--- config.mk ---
export PLATFORM = sky130hd
export DESIGN_NAME = mfp_reset_sequencer
export DESIGN_NICKNAME = d
export VERILOG_FILES = /design/src/rtl/mfp_reset_pkg.sv /design/src/rtl/mfp_sync_debounce.sv /design/src/rtl/mfp_reset_sequencer.sv
export SDC_FILE = /design/constraint.sdc
export NUM_CORES = 1
export LEC_CHECK = 0
export CAP_MARGIN = 20
export CORE_MARGIN = 10
export CORE_UTILIZATION = 35
export DETAILED_ROUTE_END_ITERATION = 6
export GPL_ROUTABILITY_DRIVEN = 0
export PLACE_DENSITY_LB_ADDON = 0.2
export SLEW_MARGIN = 20
export SYNTH_ARGS = -nofsm -noshare
export SYNTH_HDL_FRONTEND = slang
export SYNTH_HIERARCHICAL = 1
export SYNTH_SLANG_ARGS = --single-unit
--- constraint.sdc ---
create_clock -name clk -period 2.1 [get_ports clk]
set_input_delay 0.21 -clock clk [delete_from_list [all_inputs] [get_ports clk]]
set_output_delay 0.21 -clock clk [all_outputs]
set_load 0.01 [all_outputs]
--- src/rtl/mfp_reset_pkg.sv ---
`default_nettype none
// ============================================================================
// mfp_reset_pkg : shared state encoding and reset-cause codes for the sequencer
// Revision 1.0
// ============================================================================
package mfp_reset_pkg;

  typedef enum logic [1:0] {
    PERIPH_HOLD = 2'd0,
    CORE_HOLD   = 2'd1,
    RUN         = 2'd2
  } state_t;

  localparam logic [1:0] CAUSE_POR   = 2'b00;
  localparam logic [1:0] CAUSE_KEY   = 2'b01;
  localparam logic [1:0] CAUSE_EJTAG = 2'b10;

endpackage
`default_nettype wire

--- src/rtl/mfp_sync_debounce.sv ---
`default_nettype none
// ============================================================================
// mfp_sync_debounce : preset-high synchroniser with optional debounce filter
// Revision 1.0
// ============================================================================
module mfp_sync_debounce #(
  parameter int SYNC_STAGES     = 2,
  parameter int DEBOUNCE_CYCLES = 50000
) (
  input  logic clk,
  input  logic resetn,
  input  logic din,
  output logic dout
);

  logic [SYNC_STAGES-1:0] r_sync;
  logic                   w_synced;

  // Preset to 1 so every input reads as released while resetn is low.
  always_ff @(posedge clk or negedge resetn) begin
    if (!resetn) begin
      r_sync <= '1;
    end else begin
      r_sync <= {r_sync[SYNC_STAGES-2:0], din};
    end
  end

  assign w_synced = r_sync[SYNC_STAGES-1];

  generate
    if (DEBOUNCE_CYCLES == 0) begin : g_bypass
      assign dout = w_synced;
    end else begin : g_debounce
      localparam int CNT_W = (DEBOUNCE_CYCLES > 1) ? $clog2(DEBOUNCE_CYCLES) : 1;
      localparam logic [CNT_W-1:0] CNT_LAST = CNT_W'(DEBOUNCE_CYCLES - 1);

      logic [CNT_W-1:0] r_cnt;
      logic             r_state;

      always_ff @(posedge clk or negedge resetn) begin
        if (!resetn) begin
          r_cnt   <= '0;
          r_state <= 1'b1;
        end else if (w_synced == r_state) begin
          r_cnt <= '0;
        end else if (r_cnt == CNT_LAST) begin
          r_cnt   <= '0;
          r_state <= w_synced;
        end else begin
          r_cnt <= r_cnt + 1'b1;
        end
      end

      assign dout = r_state;
    end
  endgenerate

endmodule
`default_nettype wire

--- src/rtl/mfp_reset_sequencer.sv ---
`default_nettype none
// ============================================================================
// mfp_reset_sequencer : merges PLL lock, reset key and EJTAG into sequenced resets
// Revision 1.0
// ============================================================================
module mfp_reset_sequencer
  import mfp_reset_pkg::*;
#(
  parameter int SYNC_STAGES     = 2,
  parameter int DEBOUNCE_CYCLES = 50000,
  parameter int PERIPH_CYCLES   = 16,
  parameter int CORE_CYCLES     = 64
) (
  input  logic       clk,
  input  logic       resetn,
  input  logic       key_n,
  input  logic       ej_rst_n,
  output logic       sys_reset,
  output logic       cold_reset,
  output logic       periph_resetn,
  output logic [1:0] reset_cause,
  output logic       busy
);

  localparam int CNT_MAX = (PERIPH_CYCLES > CORE_CYCLES) ? PERIPH_CYCLES : CORE_CYCLES;
  localparam int CNT_W   = $clog2(CNT_MAX + 1);
  localparam logic [CNT_W-1:0] PERIPH_LAST = CNT_W'(PERIPH_CYCLES - 1);
  localparam logic [CNT_W-1:0] CORE_LAST   = CNT_W'(CORE_CYCLES - 1);

  state_t           r_state;
  logic [CNT_W-1:0] r_cnt;
  logic             r_key_prev;
  logic             w_key_deb;
  logic             w_ej_sync;
  logic             w_key_press;
  logic             w_key_low;
  logic             w_ej_low;

  mfp_sync_debounce #(
    .SYNC_STAGES    (SYNC_STAGES),
    .DEBOUNCE_CYCLES(DEBOUNCE_CYCLES)
  ) u_key_db (
    .clk   (clk),
    .resetn(resetn),
    .din   (key_n),
    .dout  (w_key_deb)
  );

  mfp_sync_debounce #(
    .SYNC_STAGES    (SYNC_STAGES),
    .DEBOUNCE_CYCLES(0)
  ) u_ej_sync (
    .clk   (clk),
    .resetn(resetn),
    .din   (ej_rst_n),
    .dout  (w_ej_sync)
  );

  assign w_key_low   = ~w_key_deb;
  assign w_ej_low    = ~w_ej_sync;
  assign w_key_press = r_key_prev & ~w_key_deb;

  always_ff @(posedge clk or negedge resetn) begin
    if (!resetn) begin
      r_key_prev <= 1'b1;
    end else begin
      r_key_prev <= w_key_deb;
    end
  end

  // PERIPH_HOLD counts up from the reset value of 0; CORE_HOLD counts down to 0.
  always_ff @(posedge clk or negedge resetn) begin
    if (!resetn) begin
      r_state       <= PERIPH_HOLD;
      r_cnt         <= '0;
      sys_reset     <= 1'b1;
      cold_reset    <= 1'b1;
      periph_resetn <= 1'b0;
      busy          <= 1'b1;
      reset_cause   <= CAUSE_POR;
    end else begin
      case (r_state)
        PERIPH_HOLD: begin
          if (r_cnt == PERIPH_LAST) begin
            r_state       <= CORE_HOLD;
            r_cnt         <= CORE_LAST;
            periph_resetn <= 1'b1;
          end else begin
            r_cnt <= r_cnt + 1'b1;
          end
        end
        CORE_HOLD: begin
          if (w_ej_low) begin
            reset_cause <= CAUSE_EJTAG;
            cold_reset  <= 1'b1;
            r_cnt       <= CORE_LAST;
          end else if (w_key_low) begin
            // Key presses only extend the hold; cause and cold flag are kept.
            r_cnt <= CORE_LAST;
          end else if (r_cnt == '0) begin
            r_state    <= RUN;
            sys_reset  <= 1'b0;
            cold_reset <= 1'b0;
            busy       <= 1'b0;
          end else begin
            r_cnt <= r_cnt - 1'b1;
          end
        end
        RUN: begin
          if (w_ej_low) begin
            r_state     <= CORE_HOLD;
            r_cnt       <= CORE_LAST;
            sys_reset   <= 1'b1;
            cold_reset  <= 1'b1;
            busy        <= 1'b1;
            reset_cause <= CAUSE_EJTAG;
          end else if (w_key_press) begin
            r_state     <= CORE_HOLD;
            r_cnt       <= CORE_LAST;
            sys_reset   <= 1'b1;
            cold_reset  <= 1'b0;
            busy        <= 1'b1;
            reset_cause <= CAUSE_KEY;
          end
        end
        default: begin
          r_state <= PERIPH_HOLD;
          r_cnt   <= '0;
        end
      endcase
    end
  end

endmodule
`default_nettype wire

# Word level (Yosys, flattened, before mapping)
# Index checks and enable logic that the tools add are counted.
dict set report op_classes {
  muxes 29
  n_addsub 3
  eq_ne 14
  n_bitwise 3
  n_reduce_logical 10
}
# op count
set op_table {}
lappend op_table {{two-way mux 7 bit} 6}
lappend op_table {{two-way mux 16 bit} 2}
lappend op_table {{case mux 7 bit (3 select lines)} 1}
lappend op_table {{adder 16 x 1 -> 16 bit, second input constant} 1}
lappend op_table {{equality test 16 bit, second input constant} 1}
lappend op_table {{two-way mux 2 bit} 8}
lappend op_table {{AND reduction 5 bit} 2}
lappend op_table {{inequality test 3 bit, second input constant} 3}
lappend op_table {{two-way mux 1 bit} 8}
lappend op_table {{adder 7 x 1 -> 7 bit, second input constant} 1}
lappend op_table {{equality test 7 x 4 -> 1 bit, second input constant} 1}
lappend op_table {{zero test 7 bit} 1}
lappend op_table {{subtractor 7 x 1 -> 7 bit, second input constant} 1}
lappend op_table {{inequality test 2 bit, second input constant} 3}
lappend op_table {{case mux 2 bit (3 select lines)} 1}
lappend op_table {{AND reduction 2 bit} 3}
lappend op_table {{inequality test 2 x 1 -> 1 bit, second input constant} 2}
lappend op_table {{inequality test 4 bit, second input constant} 1}
lappend op_table {{case mux 1 bit (2 select lines)} 2}
lappend op_table {{case mux 2 bit (2 select lines)} 1}
lappend op_table {{AND reduction 4 bit} 1}
lappend op_table {{AND reduction 3 bit} 1}
lappend op_table {{equality test 2 x 1 -> 1 bit, second input constant} 1}
lappend op_table {{equality test 2 bit, second input constant} 1}
lappend op_table {{5 further kinds} 6}
dict set report word_totals {
  ff_bits 36
  wordCells 70
}

# Depth between registers and ports, before layout
# Gate-level depths: netlist of run 1.
dict set report logic_depth {
  depth_word 5
  mapped_depth 6
  depth_no_buf 6
}

# By module
# The synthesis of run 1 kept the hierarchy.
# module area_each_um2 seq_area_each_um2 cells_each instances
set modules_own_cells {}
lappend modules_own_cells {mfp_reset_sequencer 1052.3 379.1 117 1}
lappend modules_own_cells {{mfp_sync_debounce (u_key_db)} 903.4 479.2 85 1}
lappend modules_own_cells {{mfp_sync_debounce (u_ej_sync)} 52.6 52.6 2 1}

# Least setup slack after synthesis of run 1
# No wires, ideal clock.
dict set report synth_path {
  kind {register -> register}
  startpoint {reg u_key_db.g_debounce.r_cnt[11]}
  endpoint {reg u_key_db.g_debounce.r_cnt[10]}
  setup_time_ps 119
  period_less_slack_ps 1843
  stages_incl_launch_ff 6
  path_buffers 1
  slack_ps 257
  arrival_time_ps 1725
  t_required_ps 1981
  path_cell_list {dfrtp_1 -> or4b_1 -> or4_4 -> nand2_4 -> buf_6 -> nor2_1}
}
dict set report synth_via {
  elab_chain_cells 3
}
# item line
set synth_rtl {}
lappend synth_rtl {{from (decl)} mfp_sync_debounce.sv:37} ;# logic [CNT_W-1:0] r_cnt;
lappend synth_rtl {{from (signal assigned)} mfp_sync_debounce.sv:50} ;# r_cnt <= r_cnt + 1'b1;
lappend synth_rtl {{equality test 16 bit} mfp_sync_debounce.sv:46} ;# end else if (r_cnt == CNT_LAST) begin
lappend synth_rtl {{two-way mux 16 bit} mfp_sync_debounce.sv:46}
lappend synth_rtl {{two-way mux 16 bit} mfp_sync_debounce.sv:44} ;# end else if (w_synced == r_state) begin
# Every way passes these cells.
# A chain may end at the register's enable or synchronous reset.

# Final worst setup path of run 1
dict set report layout_path {
  startpoint {reg u_key_db.g_debounce.r_cnt[11]}
  endpoint {reg u_key_db.g_debounce.r_state (netlist: u_key_db/dout)}
}
dict set report layout_via {
  elab_chain_cells 2
}
# item line
set layout_rtl {}
lappend layout_rtl {{equality test 16 bit} mfp_sync_debounce.sv:46}
lappend layout_rtl {{AND reduction 2 bit (no line)} n/a}
lappend layout_rtl {{to (signal assigned)} mfp_sync_debounce.sv:48} ;# r_state <= w_synced;
lappend layout_rtl {{to (decl)} mfp_sync_debounce.sv:38} ;# logic r_state;
# Every way passes these cells.

==> flow_summary.yaml, run 1 <==
run_status:
  status: "finished clean"
sta:
  setup_tns_ns: 0
  hold_viol_final: 0
  period_minus_slack_ns: 1.90
  post-route-period-util: 0.904
  tightest_slew_ns: 0.800
  maxSlewViolCount: 0
  skew_ns: 0.00541
  rsz0062_at_grt: "no"
  max_clock_freq_mhz: 527
  hold_ws_ns: 0.00103
  slew-limit-headroom: 0.466
  setup_viol: 0
floorplanning:
  start_util: 0.362
  core_area_um2: 5540
  ios: 10
  fp-row-count: 27
  die_y_um: 95.7
  die_area_um2: 9170
  die_x_um: 95.7
routing:
  via_per_inst: 5.20
  drcViolationCount: 0
  drt_pre_antenna_iters: 4
  num_vias: 1504
  drt_iter0_drc: 40
  routed_wl_um: 4160
  wl_per_cell_um: 14.4
  antenna_left: 0
worst_setup_path:
  cp_slowest_cell: "or4_4"
  crit_start: "u_key_db/g_debounce.r_cnt[11]"
  cpPeakStageDelay_ns: 0.59
  critPathRequiredTime_ns: 2.33
  reg2reg_from: "u_key_db/g_debounce.r_cnt[11]"
  crit_fanout: 3
  end_kind: "flop"
  start_kind: "flop"
  arrival_ns: 2.13
  critical_path_class: "reg2reg"
  path_cells: "or4b_1 > or4_4 > mux2_4"
global_routing:
  gr-usage-met3: 0.0257
  use_met2: 0.160
  grt-ovfl-total: 0
  grt_max_degree: 37
  grtUsageTotal: 0.0990
  grt.busiest_layer: "met2"
  grtUsageMet1: 0.120
  grt_pass1_vias: 1491
  antenna_found_initial: 0
  grt_pass1_wl_um: 7200
flow_run:
  cap_violations: 0
power:
  power_density_nw_per_um2: 603
  p_total_mw: 1.37
  p_leak_nw: 0.888
  peakVddDrop_uv: 341
synthesis:
  synth_xor_area_frac: 0.0785
  synth_common_cells: "dfrtp_1, nor2_1, nand2_1, xnor2_1, nand3_1"
  synthCells: 204
  synth_most_common_cell: "dfrtp_1"
  syn_area_um2: 2010
  netlist.area_leader.share: 0.349
  synthAdderAreaFrac: 0.0249
  synth-main-ff-cell: "dfrtp_1"
  yosysSeqAreaShare: 0.454
  synth_cell_types: 51
  synthArstFlopShare: 1.00
  synthMuxAreaShare: 0.00748
  synth_top_family_by_area: "simple AND/OR/NAND/NOR gates"
  synth_area_leader_cell: "dfrtp_1"
  synth_seq_cells: 36
  synth_warnings: 6
  synth_edf_count: 0
  synth_compound_area_frac: 0.134
  yosys.area_share.simple: 0.256
  synth_area_leaders: "dfrtp_1, dfstp_2, xnor2_1"
  syn-num-nets: 212
  syn_avg_cell_area_um2: 9.84
clock_network:
  clk_pin_slew_ns: 0.08
  cts-resized-gates: 0
  cts_hold_buf: 0
  root_buffer: "clkbuf_8"
  post_cts_buffers: 0
  clkLatencyLatePin_ns: 0.29
  cts_tree: "done"
  clockBufferDepth: 2
  htreeDepth: 2
  numCtsBuffers: 5
  cts_num_sinks: 36
min_path:
  hold_path.class: "in2async"
finish:
  diodes: 0
  postLayoutCoreUtil: 0.410
  drive_gt1_frac: 0.152
  nets: 224
  final_cells: 289
  layout-area-overhead-vs-synth_pct: 13.1
placement:
  post-dp-hpwl_um: 2750
  dp.cells: 281
  port_buffers: 9
## area by class of cell
| class | count | area [um^2] |
|---|---|---|
| fill | 569 | 3270 |
| multi-input combinational | 151 | 1010 |
| sequential | 36 | 911 |
| timing repair buffer | 14 | 123 |
| tap | 72 | 90.1 |
| clock buffer | 5 | 68.8 |
| clock inverter | 3 | 42.5 |
| inverter | 8 | 30.0 |
## routing by layer
| layer | vias to the layer above | share of wire |
|---|---|---|
| met4 | 0 | 0.025 |
| li1 | 753 | - |
| met2 | 30 | 0.47 |
| met5 | - | 0 |
| met1 | 712 | 0.48 |
| met3 | 9 | 0.033 |
## state kept, by name, summed over array words and instances (netlist names)
| name | cells |
|---|---|
| u_key_db/g_debounce.r_cnt | 16 |
| r_cnt | 7 |
| r_state | 2 |
| reset_cause | 2 |
| u_ej_sync/r_sync | 2 |
| u_key_db/r_sync | 2 |
| busy | 1 |
| cold_reset | 1 |
| periph_resetn | 1 |
| r_key_prev | 1 |
| u_key_db/dout | 1 |
## cell families (layout without fill, tap and decap cells)
kind of cell | Yosys count | in the layout
and+or+nand+nor | 91 | 91
AOI/OAI and AO/OA | 37 | 37
DFF | 36 | 36
xor gates and xnor gates | 18 | 18
buffers and inverters | 17 | 30
adders and majority gates | 4 | 4
muxes | 1 | 1
## report_power, final
group | internal, mW | leakage, nW | total [mW] | switching [mW]
Sequential | 0.705 | 0.425 | 0.715 | 0.0104
Combinational | 0.0104 | 0.409 | 0.0340 | 0.0237
Clock | 0.351 | 0.0541 | 0.621 | 0.269
## critical path: cells and delay by family, from the launching register on
family	cells	cell delay [ns]
DFF	1	0.41
and+or+nand+nor	2	1.12
muxes	1	0.31
## through the flow
stage	cell area, um^2	worst slack, ns
finish	2270	0.201
global route	2270	0.0812
CTS	2270	0.202
detailed placement	2160	0.219
global placement	2160	0.215
floorplan	2010	0.257
## path summary, 6_finish.rpt
path | to | slack [ns] | cells past startpoint
setup / recovery | u_key_db/dout | 0.20 | 3
hold / removal | u_key_db/g_debounce.r_cnt[6] | 0.001 | 1
setup reg to reg | u_key_db/dout | 0.20 | 3
hold reg to reg | u_ej_sync/r_sync[1] | 0.36 | 0
max in group asynchronous | u_key_db/g_debounce.r_cnt[1] | 1.60 | 1
min in group clk | u_key_db/r_sync[0] | 0.32 | 1
## cell usage in the layout, fill, tap and decap left out, types with 3 or more instances in the layout
cell	count
or3_1	3
clkdlybuf4s50_1	8
nand2b_1	3
nor4_1	4
nor3_1	9
buf_4	5
nand4_1	5
dfrtp_1	28
a22o_1	4
o22a_1	3
clkbuf_8	5
nand2_1	11
ha_1	4
a21oi_1	4
o31ai_1	3
xnor2_1	11
inv_1	8
xor2_1	7
nand3_1	10
nor2_1	25
dfstp_2	8
and3_1	4
o21ai_0	8
Note: power is estimated with default switching activity, not from simulation.
==> inputs of run 2 (changes only) <==
--- a/config.mk
+++ b/config.mk
@@ -11,6 +11,7 @@
 export DETAILED_ROUTE_END_ITERATION = 6
 export GPL_ROUTABILITY_DRIVEN = 0
 export PLACE_DENSITY_LB_ADDON = 0.2
+export SKIP_CTS_REPAIR_TIMING = 1
 export SLEW_MARGIN = 20
 export SYNTH_ARGS = -nofsm -noshare
 export SYNTH_HDL_FRONTEND = slang
==> results of run 2 <==
Same layout as run 1: the final DEF is identical, and so are final timing and power.
==> inputs of run 3 (changes only) <==
--- a/config.mk
+++ b/config.mk
@@ -9,6 +9,7 @@
 export CORE_MARGIN = 10
 export CORE_UTILIZATION = 35
 export DETAILED_ROUTE_END_ITERATION = 6
+export DONT_BUFFER_PORTS = 1
 export GPL_ROUTABILITY_DRIVEN = 0
 export PLACE_DENSITY_LB_ADDON = 0.2
 export SKIP_CTS_REPAIR_TIMING = 1
==> run 3 against run 2 <==
  * Combinational power rose by 12%
  * Sequential share of layout area is 1.0 points higher
  * Die area is the same
  * Sequential power about the same
  * Worst setup slack worse by 0.012 ns
  * Sequential cell count unchanged
  * First-iteration DRC count up 63%
  * Maximum frequency fell by 0.62%
  * Largest power group unchanged
==> flow_summary.yaml, run 3 (synthesis gave the netlist of run 1 again) <==
sta:
  setup_ws_ns: 0.189
  skew_ns: 0.00419
  setup_tns_ns: 0
  period_minus_slack_ns: 1.91
  setup_viol: 0
  max_clock_freq_mhz: 523
  maxSlewViolCount: 0
  post-route-period-util: 0.910
  tightest_slew_ns: 0.474
  rsz0062_at_grt: "no"
  hold_viol_final: 0
  slew-limit-headroom: 0.683
flow_run:
  cap_violations: 0
clock_network:
  cts_tree: "done"
  clkLatencyLatePin_ns: 0.29
  root_buffer: "clkbuf_8"
  numCtsBuffers: 5
  clk_pin_slew_ns: 0.07
  cts_num_sinks: 36
  clockBufferDepth: 2
  htreeDepth: 2
worst_setup_path:
  crit_fanout: 3
  start_kind: "flop"
  worst-r2r-setup-slack_ns: 0.19
  end_kind: "flop"
  arrival_ns: 2.13
  critical_path_class: "reg2reg"
  critPathRequiredTime_ns: 2.32
global_routing:
  grt_pass1_vias: 1481
  antenna_found_initial: 0
  grt-ovfl-total: 0
  grt_max_degree: 37
  grtUsageTotal: 0.0976
  grt_pass1_wl_um: 7070
floorplanning:
  fp-row-count: 27
  start_util: 0.362
  core_area_um2: 5540
  die_x_um: 95.7
  die_y_um: 95.7
  die_area_um2: 9170
  ios: 10
placement:
  post-dp-hpwl_um: 2760
  port_buffers: 0
  dpl_cell_area_um2: 2070
  dp.cells: 272
  place_ws_ns: 0.203
finish:
  final_cells: 284
  multi_input_area_um2: 1010
  final_common_cell: "dfrtp_1"
  reg_top3: "u_key_db/g_debounce.r_cnt x16, r_cnt x7"
  nets: 219
  layout_common_cells: "dfrtp_1, nor2_1, nand2_1, xnor2_1, nand3_1"
  largest_register_ffs: 16
  drive_gt1_frac: 0.146
  top_register: "u_key_db/g_debounce.r_cnt"
  fillCellCount: 548
  diodes: 0
  layout-area-overhead-vs-synth_pct: 10.3
  fin_area_um2: 2210
  seq_area_um2: 911
power:
  p_total_mw: 1.26
  power_density_nw_per_um2: 570
  peakVddDrop_uv: 365
  p_leak_nw: 0.866
routing:
  route.met3.wl_um: 146
  wl_met1_um: 1910
  drcViolationCount: 0
  routed_wl_um: 3950
  top_layer: "met4"
  antenna_left: 0
  via_per_inst: 5.24
  drt_pre_antenna_iters: 5
  num_vias: 1487
  drt_iter0_drc: 65
  wl_per_cell_um: 13.9
  met2WireLength_um: 1810
min_path:
  hold_path.class: "in2async"
run_status:
  status: "finished clean"
==> run 3: changes by cell type in the layout (fill, tap and decap cells not counted), sizes merged <==
cell,previous run,this run
bufinv,1,0
clkbuf,5,8
clkdlybuf4s50,8,0
clkinv,1,0
clkinvlp,1,0
dlygate4sd3,0,3
==> run 3: final cells by class <==
cell class,count,share of cell area
Multi-Input combinational cell,151,0.454
Sequential cell,36,0.411
Timing Repair Buffer,9,0.0395
Inverter,8,0.0136
Tap cell,72,0.0407
Clock buffer,8,0.0407
==> run 3: stage by stage <==
stage | utilization | hold slack (ns)
3_5_place_dp | 0.374 | -0.0844
4_1_cts | 0.391 | -0.405
2_1_floorplan | - | -0.0856
3_3_place_gp | 0.374 | -0.0846
5_1_grt | 0.400 | 0.360
6_report | 0.400 | 0.356
==> run 3: final timing paths <==
kind	end	start	cells past startpoint
setup / recovery	u_key_db/dout	u_key_db/g_debounce.r_cnt[11]	3
hold / removal	reset_cause[1]	resetn	2
setup reg to reg	u_key_db/dout	u_key_db/g_debounce.r_cnt[11]	3
hold reg to reg	u_ej_sync/r_sync[1]	u_ej_sync/r_sync[0]	0
max in group asynchronous	u_key_db/dout	resetn	2
min in group clk	u_ej_sync/r_sync[1]	u_ej_sync/r_sync[0]	0
==> run 3: worst max-delay path, stage by stage (launching register included) <==
cell	delay, ns
dfrtp_1	0.40
or4b_1	0.54
or4_4	0.59
mux2_4	0.31
==> run 3: power by group <==
group | leakage [nW] | total (mW) | switching, mW | internal [mW]
clock | 0.0455 | 0.510 | 0.242 | 0.268
sequential | 0.425 | 0.715 | 0.00961 | 0.705
combinational | 0.395 | 0.0381 | 0.0241 | 0.0140
total | 0.866 | 1.26 | 0.276 | 0.987
==> run 3: layer usage <==
layer  track usage  vias up
met4        0.0479        0
met2         0.155       23
li1              -      753
met1         0.119      704
met5             0        -
met3        0.0288        7
